==> src/rtl/fb_arb_pkg.sv <==
// Shared constants and the write-buffer entry type
// for the frame-buffer port arbiter.
package fb_arb_pkg;

    localparam int IMG_W    = 320;
    localparam int IMG_H    = 240;
    localparam int ADDR_W   = 17;
    localparam int DATA_W   = 8;
    localparam int DISP_LAT = 3;

    localparam logic [DATA_W-1:0] BG_COLOR = '0;

    typedef struct packed {
        logic [ADDR_W-1:0] addr;
        logic [DATA_W-1:0] data;
    } fb_wr_t;

endpackage

==> src/rtl/fb_wr_fifo.sv <==
// Synchronous FIFO of frame-buffer write entries.
// Ports: clk, rst (async, active-high), push/din, pop/dout,
// full, empty, level (0..DEPTH).
module fb_wr_fifo
    import fb_arb_pkg::*;
#(
    parameter int DEPTH = 8,
    parameter int LVL_W = $clog2(DEPTH) + 1
) (
    input  logic             clk,
    input  logic             rst,
    input  logic             push,
    input  fb_wr_t           din,
    input  logic             pop,
    output fb_wr_t           dout,
    output logic             full,
    output logic             empty,
    output logic [LVL_W-1:0] level
);

    localparam int PTR_W = $clog2(DEPTH);

    fb_wr_t           mem [DEPTH];
    logic [PTR_W-1:0] wr_ptr;
    logic [PTR_W-1:0] rd_ptr;
    logic             do_push;
    logic             do_pop;

    assign full    = (level == LVL_W'(DEPTH));
    assign empty   = (level == '0);
    assign do_push = push && !full;
    assign do_pop  = pop && !empty;
    assign dout    = mem[rd_ptr];

    always_ff @(posedge clk) begin
        if (do_push) begin
            mem[wr_ptr] <= din;
        end
    end

    always_ff @(posedge clk or posedge rst) begin
        if (rst) begin
            wr_ptr <= '0;
            rd_ptr <= '0;
            level  <= '0;
        end else begin
            if (do_push) begin
                wr_ptr <= wr_ptr + 1'b1;
            end
            if (do_pop) begin
                rd_ptr <= rd_ptr + 1'b1;
            end
            unique case ({do_push, do_pop})
                2'b10:   level <= level + 1'b1;
                2'b01:   level <= level - 1'b1;
                default: level <= level;
            endcase
        end
    end

endmodule

==> src/rtl/fb_port_arbiter.sv <==
// Shares a single-port frame-buffer RAM between VGA display
// reads (absolute priority) and buffered Sobel writes.
// Ports: clk, rst (async, active-high); pixel_x/pixel_y/
// videoon in, disp_pixel/disp_valid out (3-cycle latency);
// wr_valid/wr_ready/wr_addr/wr_data write handshake;
// ram_en/ram_we/ram_addr/ram_wdata/ram_rdata RAM port;
// fifo_level occupancy; addr_err sticky bad-address flag.
module fb_port_arbiter #(
    parameter int IMG_W      = fb_arb_pkg::IMG_W,
    parameter int IMG_H      = fb_arb_pkg::IMG_H,
    parameter int ADDR_W     = fb_arb_pkg::ADDR_W,
    parameter int DATA_W     = fb_arb_pkg::DATA_W,
    parameter int FIFO_DEPTH = 8,
    parameter logic [DATA_W-1:0] BG_COLOR = fb_arb_pkg::BG_COLOR
) (
    input  logic              clk,
    input  logic              rst,
    input  logic [10:0]       pixel_x,
    input  logic [10:0]       pixel_y,
    input  logic              videoon,
    output logic [DATA_W-1:0] disp_pixel,
    output logic              disp_valid,
    input  logic              wr_valid,
    output logic              wr_ready,
    input  logic [ADDR_W-1:0] wr_addr,
    input  logic [DATA_W-1:0] wr_data,
    output logic              ram_en,
    output logic              ram_we,
    output logic [ADDR_W-1:0] ram_addr,
    output logic [DATA_W-1:0] ram_wdata,
    input  logic [DATA_W-1:0] ram_rdata,
    output logic [3:0]        fifo_level,
    output logic              addr_err
);

    localparam int LVL_W   = $clog2(FIFO_DEPTH) + 1;
    localparam int IMG_PIX = IMG_W * IMG_H;

    logic [31:0]      px32;
    logic [31:0]      py32;
    logic [31:0]      lin_addr;
    logic [ADDR_W-1:0] disp_addr;
    logic             disp_req;

    logic             wr_acc;
    logic             addr_ok;
    logic             push;
    logic             pop;
    logic             full;
    logic             empty;
    logic [LVL_W-1:0] level;

    fb_arb_pkg::fb_wr_t wr_ent;
    fb_arb_pkg::fb_wr_t head;

    logic vid_d1;
    logic req_d1;
    logic vid_d2;
    logic req_d2;

    assign px32      = 32'(pixel_x);
    assign py32      = 32'(pixel_y);
    assign disp_req  = videoon && (px32 < IMG_W)
                    && (py32 < IMG_H);
    assign lin_addr  = py32 * IMG_W + px32;
    assign disp_addr = lin_addr[ADDR_W-1:0];

    // wr_ready depends only on registered level (and reset),
    // never on wr_valid.
    assign wr_ready = !rst && !full;
    assign wr_acc   = wr_valid && wr_ready;
    assign addr_ok  = (32'(wr_addr) < IMG_PIX);
    assign push     = wr_acc && addr_ok;
    // Drain only in slots the display leaves free.
    assign pop      = !disp_req && !empty;

    assign wr_ent.addr = wr_addr;
    assign wr_ent.data = wr_data;

    assign fifo_level = 4'(level);

    fb_wr_fifo #(
        .DEPTH (FIFO_DEPTH),
        .LVL_W (LVL_W)
    ) u_fifo (
        .clk   (clk),
        .rst   (rst),
        .push  (push),
        .din   (wr_ent),
        .pop   (pop),
        .dout  (head),
        .full  (full),
        .empty (empty),
        .level (level)
    );

    always_ff @(posedge clk or posedge rst) begin
        if (rst) begin
            ram_en    <= 1'b0;
            ram_we    <= 1'b0;
            ram_addr  <= '0;
            ram_wdata <= '0;
        end else if (disp_req) begin
            ram_en    <= 1'b1;
            ram_we    <= 1'b0;
            ram_addr  <= disp_addr;
        end else if (!empty) begin
            ram_en    <= 1'b1;
            ram_we    <= 1'b1;
            ram_addr  <= head.addr;
            ram_wdata <= head.data;
        end else begin
            ram_en    <= 1'b0;
            ram_we    <= 1'b0;
        end
    end

    // Two pipeline stages plus the output register give a
    // fixed 3-cycle latency; rdata lines up with stage 2.
    always_ff @(posedge clk or posedge rst) begin
        if (rst) begin
            vid_d1     <= 1'b0;
            req_d1     <= 1'b0;
            vid_d2     <= 1'b0;
            req_d2     <= 1'b0;
            disp_valid <= 1'b0;
            disp_pixel <= '0;
        end else begin
            vid_d1     <= videoon;
            req_d1     <= disp_req;
            vid_d2     <= vid_d1;
            req_d2     <= req_d1;
            disp_valid <= vid_d2;
            if (req_d2) begin
                disp_pixel <= ram_rdata;
            end else if (vid_d2) begin
                disp_pixel <= BG_COLOR;
            end else begin
                disp_pixel <= '0;
            end
        end
    end

    always_ff @(posedge clk or posedge rst) begin
        if (rst) begin
            addr_err <= 1'b0;
        end else if (wr_acc && !addr_ok) begin
            addr_err <= 1'b1;
        end
    end

endmodule
==> config.mk <==
export PLATFORM = sky130hd
export DESIGN_NAME = fb_port_arbiter
export DESIGN_NICKNAME = d
export VERILOG_FILES = /design/src/rtl/fb_arb_pkg.sv /design/src/rtl/fb_wr_fifo.sv /design/src/rtl/fb_port_arbiter.sv
export SDC_FILE = /design/constraint.sdc
export NUM_CORES = 1
export LEC_CHECK = 0
export CORE_MARGIN = 1
export CORE_UTILIZATION = 25
export CTS_CLUSTER_DIAMETER = 60
export DETAILED_ROUTE_END_ITERATION = 7
export HOLD_SLACK_MARGIN = 0.15
export PLACE_DENSITY = 0.43
export SLEW_MARGIN = 20
export SYNTH_ARGS = -nofsm -noshare
export SYNTH_HDL_FRONTEND = slang
export SYNTH_SLANG_ARGS = --single-unit
==> constraint.sdc <==
create_clock -name clk -period 3.3 [get_ports clk]
set_input_delay 0.99 -clock clk [delete_from_list [all_inputs] [get_ports clk]]
set_output_delay 0.99 -clock clk [all_outputs]
set_load 0.02 [all_outputs]
==> results by stage <==
Worst setup path:
- The kind of end point of the critical path is a register.
- Together, buffers and inverters on the worst path number 1.
- Along the worst path, the maximum fanout reaches 3.
- At the worst endpoint, the arrival time is 3.65 ns.
- STA classifies the critical path startpoint as a primary input.
- The largest single stage delay on the critical path is 0.44 ns.
- The critical path is of the in -> reg type.
- The kind of cell adding the most delay to the critical path is adder cells.
- The signal on the critical path passes through dlygate4sd2_1, ha_4, ha_4, fa_1, ha_1, o21a_1, o31a_1, or2_1, o311a_1, o21a_1, o31ai_2.
- The cell with the largest stage delay on the worst path is sky130_fd_sc_hd__fa_1.
- STA puts the critical path data required time at 3.76 ns.

Yosys:
- During synthesis, Yosys emitted a total of 0 warnings.
- The proportion of synthesized chip area in sequential cells is 70.1%.
- The most used flip-flop cell after synthesis is sky130_fd_sc_hd__edfxtp_1.
- The synthesized area per cell is 17.7 um^2.
- The net count after synthesis is 673.
- The number of flops mapped to enable cells by yosys is 200.
- Of all flip-flops after synthesis, the portion carrying an async set or reset was 20.3%.
- The number of register bits inferred by synthesis is 251.
- The distinct cell type count of the synthesized netlist is 55.
- Synthesis produced 586 cells.
- The mapped cell area is 0.0104 mm^2.

Timing:
- The count of final hold-check violations is 0.
- Of the available clock period, the critical path in the final layout requires 96.5%.
- At the pin with the least slew margin, the transition time is 0.736 ns.
- Measured against its own limit, the worst slew margin works out to 50.9%.
- Setup repair after global routing left no endpoint under its margin.
- The post-route clock skew is 0.0347 ns.
- The post-route minimum period is 3.18 ns.
- Setup violations remaining at the end of the flow were counted as 0.
- The maximum clock frequency is 314 MHz.
- The number of pins with negative max-slew slack in the final report was 0.

Pwr:
- The power share of the combinational group is 32.3%.
- The areal power density over the cells is 779 mW/mm^2.
- The switching part of the total power is 30.8%.
- The clock group share of total power is 29.6%.
- The largest vdd supply drop is 0.431 mV.
- The internal power consumption is 7410 uW.
- The sequential power share is 38.1%.
- Total power for the finished layout comes to 10700 uW.
- The net switching power is 3300 uW.
- The leakage dissipation is 0.00489 uW.

Layout:
- The top cell types in the final layout, fill and taps aside, are sky130_fd_sc_hd__edfxtp_1, sky130_fd_sc_hd__clkdlybuf4s50_1, sky130_fd_sc_hd__buf_4, sky130_fd_sc_hd__mux4_2, sky130_fd_sc_hd__dfrtp_1.
- The repair_antennas step left the layout with diodes totalling 0.
- The final-stage net count is 853.
- The layout overhead on the synthesized area is 32.3%.
- Once layout is done, the placed cells without fillers occupy 0.0137 mm^2.
- The library cell used most frequently in the layout, excluding fill and tap cells, is sky130_fd_sc_hd__edfxtp_1.
- The fraction of layout cells with a size suffix above 1 is 25.1%.

Clock network:
- In this run, post-CTS hold repair placed 0 buffers.
- CTS built an H-tree with a depth of 1.
- The number of buffers on the longest clock path is 3.
- The clock tree from TritonCTS is built.
- The TritonCTS buffer count is 30.
- The latest clock arrival within the worst-skew pair is 0.58 ns.
- The clock net in this run drives a total of 251 sinks.
- The clock input transition at the sequential cells of the worst setup and hold paths is 0.06 ns.
- Clock tree synthesis selected as its root buffer the cell sky130_fd_sc_hd__clkbuf_16.

Detailed routing:
- The post-detailed-route DRC marker count is 0.
- Wires add up to 25.7 mm.
- The length of the first detailed-routing pass in iterations is 4.
- The detailed router placed 5815 vias in this run.
- Dividing the detail-routed wire length by the instance count gives 19.4 um.
- Dividing the detail-routed via count by the number of cells gives 4.40.
- The remaining antenna violation count after routing is 0.
- The detailed router finished its first iteration with 338 violations.

Global routing:
- The first global-routing pass estimated 38.9 mm of wire.
- The via count of the first global-routing pass is 6379.
- The pin count of the biggest net entering global routing is 39.
- The overall track demand over capacity in global routing is 12.4%.
- The number of antenna violations at the first check in global routing is 1.
- The overflow left after global routing is 0.

Worst hold path:
- The classification of the worst-slack hold path is reg -> reg.

Die:
- The floorplan step set the die height to 206 um.
- The die covers 0.0424 mm^2.
- 101 I/O pins were placed.
- The cell row count is 74.
- The initial core utilization is 25.4%.
- The floorplan step set the die width to 206 um.
- The floorplan step defined a core boundary enclosing 0.0409 mm^2.

Status:
- The run finished with clean final reports.

Place:
- The port buffer count is 100.
- The area of placed instances is 0.0127 mm^2.
- The detailed placer's ending HPWL is 16.7 mm.
- At the end of routability-driven placement, the weighted congestion stood at 0.824.

Flow run:
- Max-cap violations in this run came to 0.
## synthesized netlist by cell type (2+ instances only)
| cell | count | area, um^2 |
|---|---|---|
| sky130_fd_sc_hd__o21bai_1 | 2 | 15.0 |
| sky130_fd_sc_hd__ha_1 | 25 | 313 |
| sky130_fd_sc_hd__dfrtp_1 | 51 | 1280 |
| sky130_fd_sc_hd__o21a_1 | 3 | 22.5 |
| sky130_fd_sc_hd__a21oi_1 | 25 | 125 |
| sky130_fd_sc_hd__clkbuf_1 | 8 | 30.0 |
| sky130_fd_sc_hd__nand4_1 | 2 | 12.5 |
| sky130_fd_sc_hd__buf_1 | 5 | 18.8 |
| sky130_fd_sc_hd__nand2b_1 | 4 | 25.0 |
| sky130_fd_sc_hd__nor2b_1 | 3 | 18.8 |
| sky130_fd_sc_hd__xor2_1 | 9 | 78.8 |
| sky130_fd_sc_hd__o211ai_1 | 8 | 60.1 |
| sky130_fd_sc_hd__nor3_1 | 8 | 40.0 |
| sky130_fd_sc_hd__a31oi_1 | 2 | 12.5 |
| sky130_fd_sc_hd__buf_2 | 12 | 60.1 |
| sky130_fd_sc_hd__o21ai_1 | 15 | 75.1 |
| sky130_fd_sc_hd__xnor2_1 | 13 | 114 |
| sky130_fd_sc_hd__fa_1 | 3 | 60.1 |
| sky130_fd_sc_hd__a21o_1 | 4 | 30.0 |
| sky130_fd_sc_hd__nor3b_1 | 6 | 45.0 |
| sky130_fd_sc_hd__mux2i_1 | 26 | 260 |
| sky130_fd_sc_hd__o31ai_1 | 3 | 22.5 |
| sky130_fd_sc_hd__inv_1 | 9 | 33.8 |
| sky130_fd_sc_hd__and2_1 | 9 | 56.3 |
| sky130_fd_sc_hd__edfxtp_1 | 200 | 6010 |
| sky130_fd_sc_hd__nand2_1 | 24 | 90.1 |
| sky130_fd_sc_hd__mux4_2 | 50 | 1130 |
| sky130_fd_sc_hd__o22ai_1 | 2 | 12.5 |
| sky130_fd_sc_hd__nor2_1 | 24 | 90.1 |
| sky130_fd_sc_hd__o21ai_0 | 6 | 30.0 |
## cell type report
cell class                 count  area [um^2]
clock buffer                  43          820
clock inverter                13          154
fill                        3936        27200
inverter                      10         37.5
multi-input combinational    299         3100
sequential                   251         7280
tap                          532          666
timing repair buffer         174         1690
## timing repair
item	in CTS	in global routing
endpoints found under the setup margin	173	5
setup buffers	2	0
resized for setup	5	11
pin swaps	4	3
## registers in the layout, summed over array words and instances, names as in the netlist
signal         flops
addr_err           1
vid_d2             1
u_fifo.rd_ptr      3
ram_we             1
req_d1             1
ram_wdata          8
ram_en             1
req_d2             1
u_fifo.mem       200
u_fifo.level       4
disp_pixel         8
ram_addr          17
disp_valid         1
u_fifo.wr_ptr      3
vid_d1             1
## worst paths after layout
check / from / endpoint / slack [ns] / cells past startpoint
max in group asynchronous: rst / req_d2 / 1.62 / 4
max reg2reg: u_fifo.level[0] / u_fifo.level[3] / 0.86 / 12
min reg2reg: vid_d1 / vid_d2 / 0.35 / 0
min in group asynchronous: rst / ram_wdata[3] / 0.95 / 3
min: vid_d1 / vid_d2 / 0.35 / 0
max: pixel_y[1] / ram_addr[12] / 0.12 / 11
## layer usage
layer  GRT usage [%]  share of wire (%)  vias up
li1                -                  -     2669
met4            2.99                2.0        2
met3            2.46                4.4       43
met5               0              0.047        -
met1            16.7                 46     2957
met2            20.6                 47      144
## kinds of logic after synthesis
kind of cell,share of synthesized area (%)
buffers and inverters,1.48
and+or+nand+nor,4.52
adders and majority gates,3.59
AOI/OAI and AO/OA,4.90
muxes,13.6
DFF,70.1
xor gates and xnor gates,1.85
## through the flow
| stage | std cells | TNS, ns | hold slack, ns | util (%) | worst slack (ns) |
|---|---|---|---|---|---|
| after detailed placement | 1264 | -137.83 | 0.337 | 31.1 | -0.808 |
| final | 1322 | 0 | 0.351 | 33.6 | 0.116 |
| after floorplan | 586 | -32.68 | 0.331 | - | -0.220 |
| after global routing | 1322 | 0 | 0.364 | 33.6 | 0.0293 |
| after CTS | 1322 | 0 | 0.353 | 33.5 | 0.00915 |
| after global placement | 1264 | -114.69 | 0.335 | 31.1 | -0.673 |
## power by group through the flow
stage               combinational, uW  sequential (uW)  clock [uW]
global placement                 3480             4130           0
CTS                              3540             4090        3290
floorplan                        1980             4250           0
detailed placement               3520             4150           0
finish                           3460             4080        3170
global route                     3780             4130        3410
Power figures use the tool's default switching activity.
